--- src/rtl/elevator_pkg.sv ---
// elevator_pkg: floor width, scheduler state and direction encodings shared by the call scheduler.
// Latency: none, types and constants only; backpressure: not applicable.
package elevator_pkg;

  localparam int FLOOR_W        = 3;
  localparam int NUM_FLOORS_DEF = 7;

  typedef enum logic [1:0] {
    ST_IDLE   = 2'd0,
    ST_SELECT = 2'd1,
    ST_SERVE  = 2'd2,
    ST_DWELL  = 2'd3
  } state_t;

  typedef enum logic {
    DIR_UP   = 1'b0,
    DIR_DOWN = 1'b1
  } dir_t;

  // Floor codes are 1-based; 0 and anything above the top floor mean "car position unknown".
  function automatic logic floor_valid(input logic [FLOOR_W-1:0] f, input int n);
    return (f != '0) && (int'(f) <= n);
  endfunction

endpackage

--- src/rtl/btn_debounce.sv ---
// btn_debounce: 2-flop synchronizer, plus a stable-level filter when CALL_SCHED_DEBOUNCE_EN is defined.
// Latency: 2 clk (DEB_CYCLES more with the filter); backpressure: none, level in, level out.
module btn_debounce
  import elevator_pkg::*;
#(
  parameter int DEB_CYCLES = 1_000_000
) (
  input  logic clk,
  input  logic rst,
  input  logic btn_raw,
  output logic btn_clean
);

  logic sync_q1;
  logic sync_q2;

  always_ff @(posedge clk) begin
    if (rst) begin
      sync_q1 <= 1'b0;
      sync_q2 <= 1'b0;
    end else begin
      sync_q1 <= btn_raw;
      sync_q2 <= sync_q1;
    end
  end

`ifdef CALL_SCHED_DEBOUNCE_EN
  localparam int CNT_W = (DEB_CYCLES > 1) ? $clog2(DEB_CYCLES) : 1;

  logic [CNT_W-1:0] cnt;
  logic             stable;

  // The accepted level only moves after DEB_CYCLES consecutive samples disagreeing with it.
  always_ff @(posedge clk) begin
    if (rst) begin
      cnt    <= '0;
      stable <= 1'b0;
    end else if (sync_q2 == stable) begin
      cnt <= '0;
    end else if (cnt == CNT_W'(DEB_CYCLES - 1)) begin
      stable <= sync_q2;
      cnt    <= '0;
    end else begin
      cnt <= cnt + 1'b1;
    end
  end

  assign btn_clean = stable;
`else
  logic unused_deb_cfg;
  assign unused_deb_cfg = (DEB_CYCLES > 0);

  assign btn_clean = sync_q2;
`endif

endmodule

--- src/rtl/call_scheduler.sv ---
// call_scheduler: latches hall calls and runs a sweep-order IDLE/SELECT/SERVE/DWELL scheduler; option CALL_SCHED_DEBOUNCE_EN.
// Latency: press to pending 3 clk (+DEB_CYCLES filtered), pending to go 2 clk; backpressure: none, calls are held levels.
module call_scheduler
  import elevator_pkg::*;
#(
  parameter int NUM_FLOORS   = NUM_FLOORS_DEF,
  parameter int DEB_CYCLES   = 1_000_000,
  parameter int DWELL_CYCLES = 250_000_000
) (
  input  logic                  clk,
  input  logic                  rst,
  input  logic [NUM_FLOORS-1:0] btn,
  input  logic [FLOOR_W-1:0]    cur_floor,
  output logic [FLOOR_W-1:0]    target,
  output logic                  go,
  output logic [NUM_FLOORS-1:0] pending,
  output logic                  doors_open
);

  localparam int DW_W = (DWELL_CYCLES > 1) ? $clog2(DWELL_CYCLES) : 1;

  logic [NUM_FLOORS-1:0] btn_clean;
  logic [NUM_FLOORS-1:0] btn_prev;
  logic [NUM_FLOORS-1:0] btn_rise;
  logic [NUM_FLOORS-1:0] set_vec;
  logic [NUM_FLOORS-1:0] clr_vec;
  logic [NUM_FLOORS-1:0] cur_mask;
  logic                  cur_ok;

  state_t            state, state_n;
  dir_t              dir, dir_n;
  logic [FLOOR_W-1:0] target_n;
  logic              go_n;
  logic              doors_n;
  logic [DW_W-1:0]   dwell_cnt, dwell_n;

  logic               up_hit, dn_hit;
  logic [FLOOR_W-1:0] up_floor, dn_floor;

  for (genvar i = 0; i < NUM_FLOORS; i++) begin : g_btn
    btn_debounce #(.DEB_CYCLES(DEB_CYCLES)) u_deb (
      .clk      (clk),
      .rst      (rst),
      .btn_raw  (btn[i]),
      .btn_clean(btn_clean[i])
    );
  end

  assign cur_ok   = floor_valid(cur_floor, NUM_FLOORS);
  assign cur_mask = cur_ok ? (NUM_FLOORS'(1) << (cur_floor - 1'b1)) : '0;
  assign btn_rise = btn_clean & ~btn_prev;

  // A call for the floor whose doors are already open is satisfied, not queued.
  assign set_vec = btn_rise & ~((state == ST_DWELL) ? cur_mask : '0);
  assign clr_vec = (state == ST_SERVE && cur_ok && cur_floor == target) ? cur_mask : '0;

  always_comb begin
    up_hit   = 1'b0;
    dn_hit   = 1'b0;
    up_floor = '0;
    dn_floor = '0;
    for (int f = NUM_FLOORS; f >= 1; f--) begin
      if (pending[f-1] && f > int'(cur_floor)) begin
        up_hit   = 1'b1;
        up_floor = FLOOR_W'(f);
      end
    end
    for (int f = 1; f <= NUM_FLOORS; f++) begin
      if (pending[f-1] && f < int'(cur_floor)) begin
        dn_hit   = 1'b1;
        dn_floor = FLOOR_W'(f);
      end
    end
  end

  always_comb begin
    state_n  = state;
    dir_n    = dir;
    target_n = target;
    dwell_n  = dwell_cnt;
    doors_n  = 1'b0;
    go_n     = 1'b0;
    if (cur_ok) begin
      unique case (state)
        ST_IDLE: begin
          if (|pending) state_n = ST_SELECT;
        end
        ST_SELECT: begin
          state_n = ST_SERVE;
          if (dir == DIR_UP && up_hit) begin
            target_n = up_floor;
          end else if (dir == DIR_DOWN && dn_hit) begin
            target_n = dn_floor;
          end else if (dir == DIR_UP && dn_hit) begin
            dir_n    = DIR_DOWN;
            target_n = dn_floor;
          end else if (dir == DIR_DOWN && up_hit) begin
            dir_n    = DIR_UP;
            target_n = up_floor;
          end else if (|(pending & cur_mask)) begin
            target_n = cur_floor;
          end else begin
            state_n = ST_IDLE;
          end
        end
        ST_SERVE: begin
          if (cur_floor == target) begin
            state_n = ST_DWELL;
            dwell_n = '0;
            doors_n = 1'b1;
          end else if (dir == DIR_UP && up_hit && up_floor < target) begin
            target_n = up_floor;
          end else if (dir == DIR_DOWN && dn_hit && dn_floor > target) begin
            target_n = dn_floor;
          end
        end
        ST_DWELL: begin
          if (dwell_cnt == DW_W'(DWELL_CYCLES - 1)) begin
            state_n = (|pending) ? ST_SELECT : ST_IDLE;
          end else begin
            dwell_n = dwell_cnt + 1'b1;
            doors_n = 1'b1;
          end
        end
      endcase
    end else begin
      // Unknown car position: freeze everything until the elevator reports a real floor.
      doors_n = doors_open;
    end
    go_n = (state_n == ST_SERVE) && cur_ok;
  end

  always_ff @(posedge clk) begin
    if (rst) begin
      state      <= ST_IDLE;
      dir        <= DIR_UP;
      target     <= FLOOR_W'(1);
      go         <= 1'b0;
      pending    <= '0;
      doors_open <= 1'b0;
      dwell_cnt  <= '0;
      btn_prev   <= '0;
    end else begin
      state      <= state_n;
      dir        <= dir_n;
      target     <= target_n;
      go         <= go_n;
      pending    <= (pending | set_vec) & ~clr_vec;
      doors_open <= doors_n;
      dwell_cnt  <= dwell_n;
      btn_prev   <= btn_clean;
    end
  end

endmodule

--- config.mk ---
export PLATFORM = sky130hd
export DESIGN_NAME = call_scheduler
export DESIGN_NICKNAME = d
export VERILOG_FILES = /design/src/rtl/elevator_pkg.sv /design/src/rtl/btn_debounce.sv /design/src/rtl/call_scheduler.sv
export SDC_FILE = /design/constraint.sdc
export NUM_CORES = 1
export LEC_CHECK = 0
export BUFFER_PORTS_ARGS = -buffer_cell sky130_fd_sc_hd__buf_4
export CELL_PAD_IN_SITES_DETAIL_PLACEMENT = 0
export CELL_PAD_IN_SITES_GLOBAL_PLACEMENT = 2
export CORE_MARGIN = 2
export CORE_UTILIZATION = 39
export CTS_CLUSTER_SIZE = 30
export DETAILED_ROUTE_END_ITERATION = 10
export PLACE_DENSITY_LB_ADDON = 0.1
export SETUP_SLACK_MARGIN = 0.15
export SLEW_MARGIN = 20
export SYNTH_ARGS = -nofsm -noshare
export SYNTH_HDL_FRONTEND = slang
export SYNTH_SLANG_ARGS = --single-unit
--- constraint.sdc ---
create_clock -name clk -period 4 [get_ports clk]
set_input_delay 0.2 -clock clk [delete_from_list [all_inputs] [get_ports clk]]
set_output_delay 0.2 -clock clk [all_outputs]
set_load 0.02 [all_outputs]
Word-level counts from Yosys, hierarchy flattened. Cells that the tools add are included.

Bits in registers: 64. Output and inout port bits: 12. Logic and storage cells: 151.

Add/subtract/negate cells: 2. Order comparisons: 15. Equal/unequal tests: 11. Shifts and indexed selects: 1. Multiplexer cells: 57. Bitwise operators: 11. Reductions and logical operators: 32.

Operators by type and width (number): $mux W3 (20); $mux W28 (2); $pmux W28 S2 (1); $add A28 B1 Y28 const B (1); $and A7 B7 Y7 (4); $eq A28 B28 Y1 const B (1); $logic_and A1 B1 Y1 (22); $mux W7 (3); $not A7 Y7 (3); $mux W1 (19); $mux W2 (9); $reduce_or A7 Y1 (2); $gt A3 B3 Y1 const A (4); $reduce_and A5 Y1 (2); $lt A3 B3 Y1 const A (3); $pmux W2 S4 (1); $or A7 B7 Y7 (1); $shl A1 B3 Y7 const A (1); $eq A2 B2 Y1 const B (3); $gt A2 B3 Y1 const A (2); $lt A2 B3 Y1 const A (2); $ne A6 B6 Y1 const B (1); $pmux W3 S2 (1); $reduce_bool A2 Y1 (3); other kinds (15) (18).

Depth between registers and ports, before layout. Gate-level depths: netlist of the first run.

Word-level depth: 18. Mapped depth: 18.

Cells and area by module. From an unflattened synthesis of the first run, not the netlist that was laid out.

Cell total of the unflattened synthesis: 413. Area, all modules: 3389.5 um^2.

By module, submodules not included: call_scheduler (times used 1, cells an instance 385, area each 3021.6 um^2, seq. area each 1001.0 um^2); btn_debounce (times used 7, cells an instance 4, area each 52.6 um^2, seq. area each 40.0 um^2).

Worst setup path after synthesis of the first run. No wires, ideal clock.

Path type: reg2reg. Start: reg pending[0]. End: reg target[0]. Setup time: 0.135 ns. Arrival: 2.625 ns. Required time: 3.865 ns. Slack: 1.241 ns. Cell stages (with the launch flop): 12. Buffers on the path: 1. Period minus slack after synthesis: 2.759 ns. Cell sequence: dfxtp_1 -> clkbuf_1 -> nor2b_1 -> o21ai_0 -> a21oi_1 -> nor2_1 -> ha_1 -> and2_1 -> a311oi_2 -> o21ai_0 -> a221oi_1 -> a22oi_1.

Longest elaborated chain between the ends: 12.

RTL lines: start: declaration (line call_scheduler.sv:16) `output logic [NUM_FLOORS-1:0] pending,`; start signal: assignment (line call_scheduler.sv:148) `pending <= (pending | set_vec) & ~clr_vec;`; parallel branches: the longest is 12 deep, another holds $gt A3 B3 Y1; end signal: assignment (line call_scheduler.sv:146) `target <= target_n;`; end: declaration (line call_scheduler.sv:14) `output logic [FLOOR_W-1:0] target,`.

Parallel ways; which one is timed is not known. The select of a mux whose other input is x is not followed. A chain may end at the register's enable or synchronous reset.

Worst setup path in the final report of the first run. Same ends and word-level chain as after synthesis.

==> results of run 1 <==
==> cells in the final DEF (no fill, tap or decap), types with 10 or more instances in the layout <==
cell type	n
a21oi_1	28
buf_4	23
clkbuf_8	10
dfxtp_1	64
inv_1	19
nand2_1	30
nand3_1	17
nor2_1	53
nor2b_1	29
o21ai_0	22
xor2_1	19
==> cells in the mapped netlist, types with 5 or more instances <==
| master | instances |
|---|---|
| dfxtp_1 | 64 |
| nor2_1 | 53 |
| nand2_1 | 30 |
| nor2b_1 | 29 |
| a21oi_1 | 28 |
| o21ai_0 | 22 |
| inv_1 | 19 |
| xor2_1 | 19 |
| nand3_1 | 17 |
| clkbuf_1 | 13 |
| buf_2 | 10 |
| nor3_1 | 8 |
| and3_1 | 7 |
| ha_1 | 7 |
| or3_1 | 7 |
| nand2b_1 | 6 |
| xnor2_1 | 6 |
| nand4_1 | 5 |
==> final timing paths <==
| kind | startpoint | end | cells past startpoint |
|---|---|---|---|
| worst max-delay path | pending[0] | target[0] | 10 |
| worst min-delay path | btn[6] | g_btn[6].u_deb.sync_q1 | 2 |
| worst min register to register | g_btn[4].u_deb.sync_q1 | g_btn[4].u_deb.btn_clean | 1 |
| worst max register to register | pending[0] | target[0] | 10 |
==> cells by family (layout without fill, tap and decap cells) <==
logic type,after synthesis,after routing
AO/OA/AOI/OAI,96,96
adder cells (fa/ha/maj),7,7
buffers and inverters,45,58
flip-flops,64,64
XOR/XNOR,26,26
multiplexers,3,3
AND/OR/NAND/NOR,179,179
==> critical path, cell delays in order, from the launching register on <==
cell      delay, ns
dfxtp_1        0.59
nor2b_1        0.22
o21ai_0        0.09
a21oi_1        0.40
nor2_1         0.13
ha_1           0.32
and2_1         0.17
a311oi_2       0.45
o21ai_0        0.19
a221oi_1       0.36
a22oi_1        0.10
==> state kept, by name, indices dropped and copies added (netlist names) <==
name and cells:
pending 7, target 3, go 1, doors_open 1, btn_prev 7, g_btn.u_deb.btn_clean 7
state 2, g_btn.u_deb.sync_q1 7, dwell_cnt 28, dir 1
==> power by group through the flow <==
stage | Sequential [mW] | Clock, mW | Combinational [mW]
after floorplan | 0.720 | 0 | 0.256
after global placement | 0.723 | 0 | 0.339
after detailed placement | 0.725 | 0 | 0.338
after CTS | 0.710 | 0.589 | 0.339
after global routing | 0.716 | 0.615 | 0.381
final | 0.709 | 0.565 | 0.339
==> metrics by stage <==
| stage | total power [mW] | cell area [sq um] | util, % |
|---|---|---|---|
| 2_1_floorplan | 0.9755 | 3378 | - |
| 3_3_place_gp | 1.062 | 3557 | 42.86 |
| 3_5_place_dp | 1.063 | 3557 | 42.86 |
| 4_1_cts | 1.638 | 3761 | 45.32 |
| 5_1_grt | 1.711 | 3761 | 45.32 |
| 6_report | 1.614 | 3761 | 45.32 |
==> layout make-up <==
| cell class | instances | area [sq um] | share of cell area (%) |
|---|---|---|---|
| inverter | 19 | 71.32 | 1.896 |
| tap | 105 | 131.4 | 3.493 |
| clock inverter | 6 | 66.31 | 1.763 |
| multi-input combinational | 311 | 1901 | 50.53 |
| sequential | 64 | 1281 | 34.07 |
| clock buffer | 10 | 137.6 | 3.659 |
| timing repair buffer | 23 | 172.7 | 4.591 |
==> per-layer routing <==
layer / GRT usage [%] / up-vias / wire length (microns) / share of wire [%]
met1: 21.97 / 1353 / 3733 / 48
met5: 0 / - / 0 / 0
li1: - / 1476 / - / -
met4: 5.525 / 0 / 93 / 1.2
met2: 28.53 / 49 / 3686 / 47
met3: 4.532 / 9 / 340 / 4.3
==> qor.yml, run 1 <==
routed_wl_mm: 7.853
insertion_delay_ns: 0.34
max_freq_ghz: 0.3172
swShare_pct: 30.97
fin_cells: 538
placedCellCount: 522
hold_viol_final: 0
p_sw_mw: 0.4997
cts_tree: "done"
cts_resized: 0
area_delta_synth_final_pct: 11.33
synth_simple_gate_area_share_pct: 27.11
wl_per_cell_microns: 14.60
gr-usage-all-layers_pct: 17.26
worst_setup_path_end_kind: "flop"
muxShareOfSynthArea_pct: 0.8889
netlist_area_sq_um: 3378
drive_gt1_share_pct: 10.85
grt_max_degree: 41
grt_remaining_overflow: 0
timing.setup.tns_ns: 0
row_count: 33
synthAdderAreaFrac_pct: 2.593
num_vias: 2887
status: "completed"
crit_type: "flop to flop"
worst_pin_slew_ns: 1.053
powerDensity_nw_per_um2: 429.1
pwr-share-seq_pct: 43.9
drc_errors: 0
grt_pass1_wl_mm: 13.34
setup_viol: 0
yosysWarnings: 0
slew_headroom_pct: 29.83
fillers: 862
setup_ws_ns: 0.8474
ys_seq_area_share_pct: 37.93
drt_iter0_drc: 115
synth_area_leader_cell: "dfxtp_1"
clock-sinks: 64
synth-edff-count: 0
holdWs_ns: 0.06523
fin_skew_ns: 0.008456
finalCritPeriodShare_pct: 78.82
ant_nets: 0
die_area_sq_um: 9423
fin_nets: 447
netlist_instances: 420
die_w_microns: 97.07
ctsHoldBuffers: 0
worstSetupStartpointType: "flop"
io_pins: 24
async_reset_ff_share_pct: 0
reg2reg_slack_ns: 0.85
antennaDiodeCount: 0
synth_ff_type: "dfxtp_1"
synth_top_family_by_area: "simple AND/OR/NAND/NOR gates"
yosys_register_bits: 64
cts_root_buffer: "clkbuf_8"
power_frac_comb_pct: 21.0
dp_hpwl_mm: 5.372
grt_pass1_vias: 2801
p_int_mw: 1.114
dp_slack_ns: 0.8900
path_max_fanout: 11
dr.pass1.iters: 4
avgSynthCellArea_sq_um: 8.043
cap_viol_max_count: 0
yosys.area.top_type_share_pct: 37.93
grt_setup_unrepaired: "no"
synth_xor_area_share_pct: 6.963
hold_path_class: "primary input to flop"
clock_path_buffers: 2
ir_drop_uv: 214.4
core_sq_um: 8299
synth_compound_area_share_pct: 18.70
synth_nets: 439
crit_required_ns: 4.21
via_per_inst: 5.366
post_cts_buffers: 0
synth_area_leaders: "dfxtp_1 (38%), nor2_1 (5.9%), nor2b_1 (5.4%)"
cts_max_level: 3
numCtsBuffers: 9
drv_slew: 0
antenna_found_initial: 0
die_h_microns: 97.07
p_leak_nw: 1.379
min_period_ns: 3.153
ys_types: 57
critPathArrivalTime_ns: 3.36
cts.reportedPaths.clkPinSlew_ns: 0.08
initial_core_util_pct: 40.71
clockPowerShare_pct: 35.0
place_congestion: 0.7997
numPortBuffers: 23
Note: power is estimated with default switching activity, not from simulation.
==> inputs of run 2 (changes only) <==
Settings changed: CORE_UTILIZATION 39 to 33.
Clock period 4 ns to 2.7 ns, I/O delays scaled along.
==> run 2 against run 1 <==
  * Flip-flop and latch count stayed put
  * Via count is 5.1% higher
  * Count of clock-buffer cells in the layout did not move
  * Fmax is 27% higher
  * Non-clock buffer count is 46 higher
  * Utilization is 1.8 points lower
  * Critical path depth is 4 higher
  * Final area is 14% higher
  * Power increased by 54%
  * Sequential share of layout area is 3.9 points lower
  * Register-to-register slack got worse by 0.62 ns
  * Clock power up 30%
  * Critical path type unchanged
==> qor.yml, run 2 (synthesis results as in run 1) <==
path_max_fanout: 7  # -4
grt_max_degree: 41  # unchanged
cts_tree: "done"
ir_drop_uv: 295.8  # +38%
critPathArrivalTime_ns: 2.67  # -0.69 ns
worst_pin_slew_ns: 0.4772  # -0.5753 ns
die_w_microns: 105.2  # +8.4%
setup_ws_ns: 0.2271  # -0.6203 ns
worst_setup_path_end_kind: "flop"
clock-sinks: 64  # unchanged
cts_root_buffer: "clkbuf_8"
dp_hpwl_mm: 6.280  # +17%
largest_reg_flops: 28  # unchanged
antenna_found_initial: 0  # unchanged
fin_skew_ns: 0.01110  # +0.002646 ns
io_pins: 24  # unchanged
p_int_mw: 1.670  # +50%
timing.setup.tns_ns: 0  # unchanged
reg2reg_slack_ns: 0.23  # -0.62 ns
swShare_pct: 32.96  # +2.0 points
drt_iter0_drc: 134  # +17%
p_sw_mw: 0.8211  # +64%
dr.pass1.iters: 4  # unchanged
mostFrequentLayoutCell: "buf_4"
place_congestion: 0.8326  # +4.1%
clockPowerShare_pct: 29.6  # -5.4 points
grt_setup_unrepaired: "yes"
fin_nets: 493  # +10%
area_delta_synth_final_pct: 27.15
wl_per_cell_microns: 14.59  # about the same
antennaDiodeCount: 0  # unchanged
worstSetupStartpointType: "flop"
slew_headroom_pct: 67.78  # +38 points
routed_wl_mm: 8.917  # +14%
via_per_inst: 4.967  # -7.4%
cts.reportedPaths.clkPinSlew_ns: 0.08  # about the same
layout_common_cells: "buf_4 (64), dfxtp_1 (57), nor2_1 (52)"
cts_max_level: 3  # unchanged
stdcell_area_sq_um: 4295  # +14%
ant_nets: 0  # unchanged
hold_path_class: "primary input to flop"
numPortBuffers: 23  # unchanged
min_period_ns: 2.473  # -0.6797 ns
status: "completed"
largest_register: "dwell_cnt"
crit_required_ns: 2.90  # -1.31 ns
placed_cell_area_sq_um: 3830  # +7.7%
finalCritPeriodShare_pct: 91.59  # +13 points
drc_errors: 0  # unchanged
initial_core_util_pct: 34.25  # -6.5 points
row_count: 36  # +9.1%
max_freq_ghz: 0.4044  # +27%
grt_remaining_overflow: 0  # unchanged
gr-usage-all-layers_pct: 16.65  # -0.61 points
placedCellCount: 580  # +11%
numCtsBuffers: 9  # unchanged
cap_viol_max_count: 0  # unchanged
die_h_microns: 105.2  # +8.4%
clock_path_buffers: 2  # unchanged
die_area_sq_um: 11060  # +17%
insertion_delay_ns: 0.33  # about the same
num_vias: 3035  # +5.1%
power_frac_comb_pct: 29.0  # +8.0 points
grt_pass1_wl_mm: 14.90  # +12%
drive_gt1_share_pct: 24.90  # +14 points
fin_cells: 611  # +14%
holdWs_ns: 0.02358  # -0.04165 ns
crit_type: "flop to flop"
pwr-share-seq_pct: 41.4  # -2.5 points
p_leak_nw: 1.634  # +19%
grt_pass1_vias: 3092  # +10%
core_sq_um: 9864  # +19%
setup_viol: 0  # unchanged
dp_slack_ns: 0.06834  # -0.8217 ns
powerDensity_nw_per_um2: 579.9  # +35%
drv_slew: 0  # unchanged
hold_viol_final: 0  # unchanged
run 2: cell count changes in the layout (fill, tap and decap cells not counted), sizes merged:
cell / previous run / this run
clkinv: 1 / 3
clkinvlp: 3 / 2
dlygate4sd3: 0 / 4
inv: 20 / 19
buf: 23 / 65
bufinv: 1 / 0
run 2: final timing paths:
path	startpoint	to	depth (start not counted)
hold reg to reg	g_btn[2].u_deb.sync_q1	g_btn[2].u_deb.btn_clean	1
setup reg to reg	pending[3]	target[1]	14
setup / recovery	pending[3]	target[1]	14
hold / removal	btn[6]	g_btn[6].u_deb.sync_q1	2
run 2: repair_timing:
action / in CTS / in global routing
endpoints found under the hold margin: 4 / 0
hold buffers: 4 / 0
pin swaps: 5 / 18
setup endpoints to repair: 3 / 4
setup buffers: 5 / 7
resized for setup: 9 / 32
cloned: 0 / 0
run 2: per-layer routing:
layer | share of wire (%) | vias up | GRT usage (%)
met5 | 0 | - | 0
met4 | 1.2 | 0 | 6.476
met3 | 2.0 | 8 | 3.681
met2 | 49 | 26 | 27.83
met1 | 48 | 1433 | 20.73
li1 | - | 1568 | -
run 2: cell type report:
type                       count  area, sq um
sequential                    64         1297
fill                        1023         5569
clock buffer                  10        137.6
multi-input combinational    311         2057
timing repair buffer          69        531.8
clock inverter                 5        33.78
inverter                      19        71.32
tap                          133        166.4
run 2: stage by stage:
| step | total power [mW] | util (%) |
|---|---|---|
| after floorplan | 1.450 | - |
| after global placement | 1.641 | 38.83 |
| after detailed placement | 1.638 | 38.83 |
| after CTS | 2.407 | 41.53 |
| after global routing | 2.637 | 43.54 |
| final | 2.491 | 43.54 |
run 2: power groups by stage:
stage / sequential (mW) / combinational (mW) / clock, mW
6_report: 1.03 / 0.722 / 0.737
5_1_grt: 1.04 / 0.791 / 0.806
4_1_cts: 1.04 / 0.600 / 0.771
3_5_place_dp: 1.06 / 0.581 / 0
3_3_place_gp: 1.06 / 0.585 / 0
2_1_floorplan: 1.07 / 0.383 / 0
run 2: worst max-delay path, cell delays in order, from the launching register on:
cell	delay, ns
dfxtp_4	0.37
buf_4	0.17
a311o_1	0.35
o21ai_1	0.18
nand2_1	0.09
o21ai_2	0.08
inv_1	0.06
ha_1	0.18
nor2b_1	0.12
o21a_1	0.15
o21ai_2	0.06
o21ai_2	0.17
a2bb2oi_4	0.11
nor3_2	0.18
a221oi_2	0.07
